==> src/rtl/debounce_pkg.sv <==
// debounce_pkg
// Shared constants and helpers for the push-button debouncer.
// The default settle time suits a 50 MHz clock with a 10 ms bounce window.
package debounce_pkg;

    // Consecutive stable cycles required before the debounced level follows the input.
    localparam int DEFAULT_STABLE_CYCLES = 500000;

    // Default width of the debounced press counter.
    localparam int DEFAULT_CNT_W = 8;

    // Classifies what the debouncer did on a given edge.
    typedef enum logic [1:0] {
        EDGE_NONE = 2'b00,
        EDGE_RISE = 2'b01,
        EDGE_FALL = 2'b10
    } edgeKind_e;

    // Width of the stability counter.
    // It only counts up to stableCycles-1, so stableCycles+1 distinct
    // values always fit and the counter can never wrap.
    function automatic int stableCntWidth(input int stableCycles);
        return $clog2(stableCycles + 1);
    endfunction

endpackage

==> src/rtl/sync_2ff.sv <==
// sync_2ff
// Two-flop synchronizer that brings the raw, asynchronous button input into
// the clk domain. Nothing else may look at the raw input before it has
// passed through both flops.
module sync_2ff (
    input  logic clk,
    input  logic rst,
    input  logic d,
    output logic q
);

    logic r_sync0;
    logic r_sync1;

    // Shift the raw input through two flops; reset clears both to 0
    always_ff @(posedge clk) begin
        if (rst) begin
            r_sync0 <= 1'b0;
            r_sync1 <= 1'b0;
        end else begin
            r_sync0 <= d;
            r_sync1 <= r_sync0;
        end
    end

    assign q = r_sync1;

endmodule

==> src/rtl/btn_debounce.sv <==
// btn_debounce
// Debounces a mechanical push button. The synchronized input has to disagree
// with the current debounced level for STABLE_CYCLES consecutive cycles
// before the level follows it. Every accepted transition produces a
// one-cycle rise or fall pulse, and rising transitions are counted
// (wrapping) in press_count. All outputs come straight from flops.
module btn_debounce
    import debounce_pkg::*;
#(
    parameter int STABLE_CYCLES = DEFAULT_STABLE_CYCLES,
    parameter int CNT_W         = DEFAULT_CNT_W
) (
    input  logic             clk,
    input  logic             rst,
    input  logic             btn_in,
    output logic             btn_level,
    output logic             rise_pulse,
    output logic             fall_pulse,
    output logic [CNT_W-1:0] press_count
);

    localparam int STAB_W = stableCntWidth(STABLE_CYCLES);
    localparam logic [STAB_W-1:0] STAB_LAST = STAB_W'(STABLE_CYCLES - 1);
    localparam logic [STAB_W-1:0] STAB_ONE  = STAB_W'(1);
    localparam logic [CNT_W-1:0]  CNT_ONE   = CNT_W'(1);

    logic              w_sync;
    logic              w_differs;
    logic              w_expired;
    edgeKind_e         w_edgeKind;

    logic [STAB_W-1:0] r_stableCnt;
    logic              r_btnLevel;
    logic              r_risePulse;
    logic              r_fallPulse;
    logic [CNT_W-1:0]  r_pressCount;

    sync_2ff u_sync (
        .clk (clk),
        .rst (rst),
        .d   (btn_in),
        .q   (w_sync)
    );

    // Decide whether this edge accepts a new level, and in which direction.
    // If the input falls back to the current level on the very edge the
    // count would have expired, w_differs is low and nothing is accepted.
    always_comb begin
        w_differs  = 1'b0;
        w_expired  = 1'b0;
        w_edgeKind = EDGE_NONE;
        w_differs  = (w_sync != r_btnLevel);
        w_expired  = w_differs && (r_stableCnt == STAB_LAST);
        if (w_expired) begin
            w_edgeKind = w_sync ? EDGE_RISE : EDGE_FALL;
        end
    end

    // Stability counter: clears whenever the input agrees with the level,
    // climbs while it disagrees, and restarts after a transition is accepted
    always_ff @(posedge clk) begin
        if (rst) begin
            r_stableCnt <= '0;
        end else if (!w_differs || w_expired) begin
            r_stableCnt <= '0;
        end else begin
            r_stableCnt <= r_stableCnt + STAB_ONE;
        end
    end

    // Debounced level, one-cycle edge pulses and the wrapping press counter
    always_ff @(posedge clk) begin
        if (rst) begin
            r_btnLevel   <= 1'b0;
            r_risePulse  <= 1'b0;
            r_fallPulse  <= 1'b0;
            r_pressCount <= '0;
        end else begin
            r_risePulse <= (w_edgeKind == EDGE_RISE);
            r_fallPulse <= (w_edgeKind == EDGE_FALL);
            if (w_expired) begin
                r_btnLevel <= w_sync;
            end
            if (w_edgeKind == EDGE_RISE) begin
                r_pressCount <= r_pressCount + CNT_ONE;
            end
        end
    end

    assign btn_level   = r_btnLevel;
    assign rise_pulse  = r_risePulse;
    assign fall_pulse  = r_fallPulse;
    assign press_count = r_pressCount;

endmodule

==> config.mk <==
export PLATFORM = sky130hd
export DESIGN_NAME = btn_debounce
export DESIGN_NICKNAME = d
export VERILOG_FILES = /design/src/rtl/debounce_pkg.sv /design/src/rtl/sync_2ff.sv /design/src/rtl/btn_debounce.sv
export SDC_FILE = /design/constraint.sdc
export NUM_CORES = 1
export LEC_CHECK = 0
export ABC_AREA = 0
export CORE_MARGIN = 10
export CORE_UTILIZATION = 49
export DETAILED_ROUTE_END_ITERATION = 6
export PLACE_DENSITY = 0.77
export SYNTH_ARGS = -nofsm -noshare
export SYNTH_HDL_FRONTEND = slang
export SYNTH_SLANG_ARGS = --single-unit
==> constraint.sdc <==
create_clock -name clk -period 3.8 [get_ports clk]
set_clock_uncertainty 0.15 [all_clocks]
set_input_delay 0.76 -clock clk [delete_from_list [all_inputs] [get_ports clk]]
set_output_delay 0.76 -clock clk [all_outputs]
set_load 0.05 [all_outputs]
Yosys cells after proc, flatten, opt, wreduce, memory -nomap -nowiden
Cells that the tools add are included.
{"block": "op_classes", "n_addsub": 2, "eq_ne": 4, "muxes": 2, "reduce_logical": 4}
{"operator": "19-bit by 1-bit adder with 19-bit output (second input constant)", "count": 1}
{"operator": "19-bit == test (second input constant)", "count": 1}
{"operator": "8-bit by 1-bit adder with 8-bit output (second input constant)", "count": 1}
{"operator": "2-bit two-way mux", "count": 2}
{"operator": "2-bit by 1-bit == test with 1-bit output (second input constant)", "count": 1}
{"operator": "2-bit == test (second input constant)", "count": 1}
{"operator": "2-bit OR reduction", "count": 1}
{"operator": "1-bit logical AND", "count": 1}
{"operator": "1-bit zero test", "count": 1}
{"operator": "1-bit logical OR", "count": 1}
{"operator": "1-bit != test", "count": 1}
{"block": "totals", "register_bits": 32, "input_bits": 3}

Longest topological paths before layout
Gate-level depths: netlist of the first run.
{"block": "logic_depth", "ltp_word": 4, "ltp_mapped": 6, "depth_no_buf": 5}

By module
Synthesis of the first run repeated with hierarchy kept, for this count alone.
{"block": "unflattened", "cells_unflattened": 162, "area_unflattened_um2": 1458.9}
{"module": "btn_debounce", "n_inst": 1, "cells_per_inst": 158, "area_per_inst_um2": 1406.3, "seq_area_each_um2": 600.6}
{"module": "sync_2ff", "n_inst": 1, "cells_per_inst": 4, "area_per_inst_um2": 52.6, "seq_area_each_um2": 40.0}

Least setup slack after synthesis of the first run
No wires, ideal clock.
{"block": "synth_path", "path_type": "reg2reg", "start": "reg r_stableCnt[0]", "end": "reg r_stableCnt[16]", "arrival_ns": 1.710, "slack_ns": 1.870, "stages_incl_launch_ff": 6, "path_buffers": 0, "path_cell_list": "dfxtp_1 > ha_1 > nand4_2 > or4_4 > or3_1 > a21oi_1"}
{"block": "synth_between", "elab_chain_cells": 4, "word_cells_on_any_way": 5, "classes_between": "add/sub (1); eq/ne (1); reduce/logical (3)"}
{"item": "start: declaration", "line": "btn_debounce.sv:32", "text": "logic [STAB_W-1:0] r_stableCnt;"}
{"item": "start signal: assignment", "line": "btn_debounce.sv:67", "text": "r_stableCnt <= r_stableCnt + STAB_ONE;"}
{"item": "branches (longest 4 deep; another with 19-bit by 1-bit adder with 19-bit output)"}
Parallel ways; which one is timed is not known.
A chain may end at the register's enable or synchronous reset.

Final worst setup path of the first run
{"block": "layout_path", "start": "reg r_pressCount[0], in the netlist press_count[0]", "end": "out press_count[0]"}
{"item": "start: declaration", "line": "btn_debounce.sv:36", "text": "logic [CNT_W-1:0] r_pressCount;"}
{"item": "start signal: assignment", "line": "btn_debounce.sv:85", "text": "r_pressCount <= r_pressCount + CNT_ONE;"}
{"item": "end: declaration", "line": "btn_debounce.sv:19", "text": "output logic [CNT_W-1:0] press_count"}
No word-level cell between the ends.

==> metrics.yaml, run 1 <==
logic_synthesis:
  seq_area_frac_synth: 0.439
  ys_seq_elements: 32
  synth_ff_type: "dfxtp_1"
  synthArstFlopShare: 0
  synth.avg_cell_area_um2: 9.01
  yosysTopAreaCellShare: 0.439
  synth-edff-count: 0
  synthesis.area_um2: 1460
  synth_cell_type_count: 33
  yosys_warnings: 0
  synth_fp_nets: 167
  synth_cells: 162
  synth_area_leaders: "dfxtp_1, xnor2_1, nor2_1, a21oi_1, o31ai_1"
  synth_top_area_cell: "dfxtp_1"
power_and_ir_drop:
  leakagePower_nw: 0.501
  power-per-cell-area_nw_per_um2: 377
  combPwrFrac: 0.013
  switchingPower_mw: 0.126
  seq_power_share: 0.527
  swShare: 0.196
  p_int_mw: 0.514
  peakVddDrop_v: 0.000304
  power_frac_clock: 0.460
  power_mw: 0.640
critical_path:
  path_delay_family: "buffers and inverters"
  reg2regPathDepth: 4
  ff2ff_setup_slack_ns: 1.43
  path_buf_inv: 1
  setup.worst_path.class: "flop to output port"
  startpoint: "press_count[0]"
  cp.depth: 1
  critPathArrivalTime_ns: 1.67
  slowest_delay_ns: 0.85
  crit_slowest_cell: "clkdlybuf4s50_1"
  reg2reg_from: "r_stableCnt[11]"
  end_kind: "output port"
  crit_path_cell_trace: "clkdlybuf4s50_1"
  crit_fanout: 7
  cp-start-kind: "flop"
  worstSetupEndpoint: "press_count[0]"
  r2r-end: "r_stableCnt[7]"
  cp.required_ns: 2.89
status:
  status: "finished clean"
timing:
  setup_tns_ns: 0
  setup-violations-final: 0
  finalCriticalPeriod_ns: 2.58
  fin_crit_sh: 0.678
  slew_headroom: 0.550
  worst_slack_ns: 1.22
  hold_viol_final: 0
  slew_viol_final: 0
  tightest_slew_ns: 0.675
  rsz0062_at_grt: "no"
  timing.fmax_mhz: 388
cts:
  cts_buffer_depth: 2
  cts_made_buffers: 5
  cts_tree: "built"
  cts_max_level: 2
  clkSinkCount: 32
  cts.repair.resized: 0
  clk_latency_ns: 0.35
  cts_hold_buffers: 0
  path_clk_slew_ns: 0.09
  cts_setup_buffers: 0
  cts_root_buf: "clkbuf_4"
die:
  die_y_um: 74.6
  initial_core_util: 0.520
  core_area_um2: 2810
  die_area_um2: 5560
  die_w_um: 74.6
  ioPinCount: 14
  fp-row-count: 19
detailed_routing:
  postRouteAntennaNets: 0
  vias_per_cell: 5.87
  drt_iter0_markers: 84
  drtPass1Iterations: 4
  vias: 1232
  wire_per_inst_um: 13.9
  routed_wl_um: 2910
  drc_errors: 0
cells_and_area:
  area_growth_pct: 16.5
  register_area_um2: 641
  drive_above_1_share: 0.0838
  fillers: 255
  antenna_cells: 0
  multiInputGateArea_um2: 779
  final_nets: 183
grt:
  track_usage: 0.117
  antenna_found_initial: 0
  grt.overflow.total: 0
  grt_pass1_wl_um: 4990
  grt_pass1_vias: 1091
  grt_max_degree: 21
place:
  pre_cts_ws_ns: 1.43
  place_hpwl_um: 2140
  place.gp.congestion: 0.836
  io_buffers: 13
min_path:
  min_path_type: "flop to flop"
run:
  drv_cap: 0
-- power groups by stage --
stage / Sequential, mW / Clock, mW / Combinational (mW)
after floorplan: 0.345 / 0 / 0.00495
after global placement: 0.345 / 0 / 0.00802
after detailed placement: 0.345 / 0 / 0.00815
after CTS: 0.337 / 0.298 / 0.00820
after global routing: 0.338 / 0.313 / 0.00909
final: 0.337 / 0.294 / 0.00824
-- worst min path at each step --
stage / start / end / depth (start not counted)
CTS: u_sync.r_sync0 / u_sync.q / 1
global route: u_sync.r_sync0 / u_sync.q / 1
detailed placement: u_sync.r_sync0 / u_sync.q / 1
global placement: u_sync.r_sync0 / u_sync.q / 1
finish: u_sync.r_sync0 / u_sync.q / 1
floorplan: u_sync.r_sync0 / u_sync.q / 1
-- cells in the mapped netlist (2+ instances only) --
| master | count |
|---|---|
| nand2b_1 | 2 |
| clkbuf_1 | 2 |
| inv_1 | 4 |
| dfxtp_1 | 32 |
| nand3_1 | 7 |
| nand4_2 | 2 |
| nand2_1 | 8 |
| xnor2_1 | 12 |
| nor3_1 | 3 |
| and3_1 | 3 |
| nor4b_1 | 2 |
| nor2b_1 | 3 |
| o31ai_1 | 8 |
| xor2_1 | 2 |
| nor2_1 | 20 |
| nor4_1 | 6 |
| or3_1 | 2 |
| o21ai_0 | 3 |
| nand3_2 | 2 |
| or4_1 | 7 |
| a21oi_1 | 13 |
| nand4_1 | 7 |
| ha_1 | 2 |
-- cell type report --
cell class	count	share of cell area
clock buffer	7	0.0383
clock inverter	1	0.0177
inverter	4	0.00884
multi-input combinational	122	0.459
sequential	32	0.377
tap	31	0.0228
timing repair buffer	13	0.0766
-- stage by stage --
stage	utilization	area, µm²	std cells	hold WS (ns)
after floorplan	-	1460	162	0.264
after global placement	0.572	1600	202	0.292
after detailed placement	0.572	1600	202	0.301
after CTS	0.606	1700	210	0.310
after global routing	0.606	1700	210	0.318
final	0.606	1700	210	0.306
-- cells in the final DEF, fill, tap and decap left out, types with 3 or more instances in the layout --
cell type        netlist  final
xnor2_1               12     12
nand3_1                7      7
and3_1                 3      3
inv_1                  4      4
nand2_1                8      8
a21oi_1               13     13
nor3_1                 3      3
clkbuf_4               0      5
nand4_1                7      7
o31ai_1                8      8
clkdlybuf4s50_1        0     13
dfxtp_1               32     32
nor2b_1                3      3
nor2_1                20     20
o21ai_0                3      3
nor4_1                 6      6
or4_1                  7      7
-- flip-flops by register name, summed over array words and instances, names as in the netlist --
name / count
r_stableCnt: 19
press_count: 8
btn_level: 1
fall_pulse: 1
rise_pulse: 1
u_sync.q: 1
u_sync.r_sync0: 1
-- per-layer routing --
layer	wire length, µm	global-route usage
met5	0	0
met4	68	0.0756
met3	127	0.0452
met2	1350	0.175
met1	1360	0.138
-- cells by family (layout without fill, tap and decap cells) --
logic type               after synthesis  after routing  synth area share
AND/OR/NAND/NOR                       80             80             0.324
adder cells (fa/ha/maj)                2              2            0.0171
AO/OA/AOI/OAI                         25             25             0.102
buffers and inverters                  8             25            0.0266
flip-flops                            32             32             0.439
XOR/XNOR                              14             14            0.0840
multiplexers                           1              1           0.00686
(Power assumes the default switching activity.)
==> run 2: changes to the inputs <==
==> constraint.sdc (replaced) <==
create_clock -name clk -period 2.6 [get_ports clk]
set_clock_uncertainty 0.15 [all_clocks]
set_input_delay 0.52 -clock clk [delete_from_list [all_inputs] [get_ports clk]]
set_output_delay 0.52 -clock clk [all_outputs]
set_load 0.05 [all_outputs]
==> metrics.yaml, run 2 (synthesis gave the netlist of run 1 again) <==
grt:
  track_usage: 0.116
  grt_max_degree: 21
  grt_pass1_wl_um: 5080
  grt.overflow.total: 0
  antenna_found_initial: 0
  grt_pass1_vias: 1121
detailed_routing:
  vias: 1246
  wl_met2_um: 1440
  wire_per_inst_um: 14.2
  drtPass1Iterations: 4
  drt_iter0_markers: 53
  drc_errors: 0
  drt-met1-wl_um: 1430
  postRouteAntennaNets: 0
  vias_per_cell: 5.88
  routed_wl_um: 3000
  dr_wl_met3_um: 112
  top_layer_used: "met4"
critical_path:
  cp.depth: 1
  crit_path_cell_trace: "clkdlybuf4s50_1"
  slowest_delay_ns: 0.85
  reg2reg_from: "r_stableCnt[0]"
  cp.required_ns: 1.93
  crit_fanout: 7
  r2r-end: "r_stableCnt[16]"
  crit_slowest_cell: "clkdlybuf4s50_1"
  end_kind: "output port"
  path_delay_family: "buffers and inverters"
  ff2ff_setup_slack_ns: 0.51
  path_buf_inv: 1
  reg2regPathDepth: 5
  critPathArrivalTime_ns: 1.64
  cp-start-kind: "flop"
  setup.worst_path.class: "flop to output port"
  worstSetupEndpoint: "press_count[0]"
  startpoint: "press_count[0]"
die:
  core_area_um2: 2810
  ioPinCount: 14
  fp-row-count: 19
  die_area_um2: 5560
  die_y_um: 74.6
  die_w_um: 74.6
  initial_core_util: 0.520
power_and_ir_drop:
  switchingPower_mw: 0.171
  combPwrFrac: 0.018
  seq_power_share: 0.599
  swShare: 0.208
  leakagePower_nw: 0.500
  p_int_mw: 0.651
  power_frac_clock: 0.383
  power_mw: 0.822
  power-per-cell-area_nw_per_um2: 486
  peakVddDrop_v: 0.000345
cts:
  cts.repair.resized: 0
  cts_root_buf: "clkbuf_4"
  cts_setup_buffers: 0
  cts_made_buffers: 5
  path_clk_slew_ns: 0.10
  cts_buffer_depth: 2
  cts_tree: "built"
  clkSinkCount: 32
  cts_max_level: 2
  clk_latency_ns: 0.33
  cts_hold_buffers: 0
status:
  status: "finished clean"
cells_and_area:
  final_cell_mix: "dfxtp_1, nor2_1, a21oi_1, clkdlybuf4s50_1, xnor2_1"
  final_core_util: 0.603
  layout_commonest_cell: "dfxtp_1"
  area_growth_pct: 16.0
  top_register: "r_stableCnt"
  largest_register_ffs: 19
  drive_above_1_share: 0.0939
  antenna_cells: 0
  final_nets: 186
  final_area_um2: 1690
timing:
  setup-violations-final: 0
  slew_viol_final: 0
  timing.fmax_mhz: 432
  setup_tns_ns: 0
  fin_crit_sh: 0.890
  tightest_slew_ns: 0.601
  slew_headroom: 0.596
  rsz0062_at_grt: "no"
  finalCriticalPeriod_ns: 2.31
  hold_viol_final: 0
  worst_slack_ns: 0.287
place:
  place.gp.congestion: 0.808
  dpl_cell_area_um2: 1630
  io_buffers: 13
  pre_cts_ws_ns: 0.543
  place_hpwl_um: 2180
run:
  drv_cap: 0
min_path:
  min_path_type: "flop to flop"
## run 2: final cells by class
cell class                      instances  area, µm²
Sequential cell                        32        641
Inverter                                4       15.0
Fill cell                             262       1110
Clock buffer                            7       65.1
Tap cell                               31       38.8
Timing Repair Buffer                   16        153
Multi-Input combinational cell        122        779
## run 2: metal layers
layer | track usage | up-vias
li1 | - | 633
met4 | 0.0525 | 0
met1 | 0.137 | 591
met2 | 0.184 | 19
met5 | 0 | -
met3 | 0.0412 | 3
## run 2: worst min-delay path by stage
stage	start	endpoint	slack (ns)	cells after the start
2_1_floorplan	u_sync.r_sync0	u_sync.q	0.26	1
3_3_place_gp	u_sync.r_sync0	u_sync.q	0.27	1
3_5_place_dp	u_sync.r_sync0	u_sync.q	0.28	1
4_1_cts	u_sync.r_sync0	u_sync.q	0.30	1
5_1_grt	u_sync.r_sync0	u_sync.q	0.32	1
6_report	u_sync.r_sync0	u_sync.q	0.30	1
## run 2: power by group through the flow
stage | registers, mW | clock network (mW) | logic [mW]
2_1_floorplan | 0.504 | 0 | 0.00723
3_3_place_gp | 0.504 | 0 | 0.0137
3_5_place_dp | 0.504 | 0 | 0.0141
4_1_cts | 0.493 | 0.325 | 0.0143
5_1_grt | 0.493 | 0.345 | 0.0159
6_report | 0.493 | 0.315 | 0.0144
## run 2: worst reg2reg max path, cell delays in order, from the launching register on
cell and delay, ns:
dfxtp_1 0.38, ha_1 0.25, nand4_2 0.19, or4_4 0.58, or3_1 0.32, a21oi_1 0.15
## run 2: per-stage QoR
step / hold WS (ns) / std cells
floorplan: 0.264 / 162
global placement: 0.274 / 205
detailed placement: 0.277 / 205
CTS: 0.299 / 212
global route: 0.322 / 212
finish: 0.295 / 212
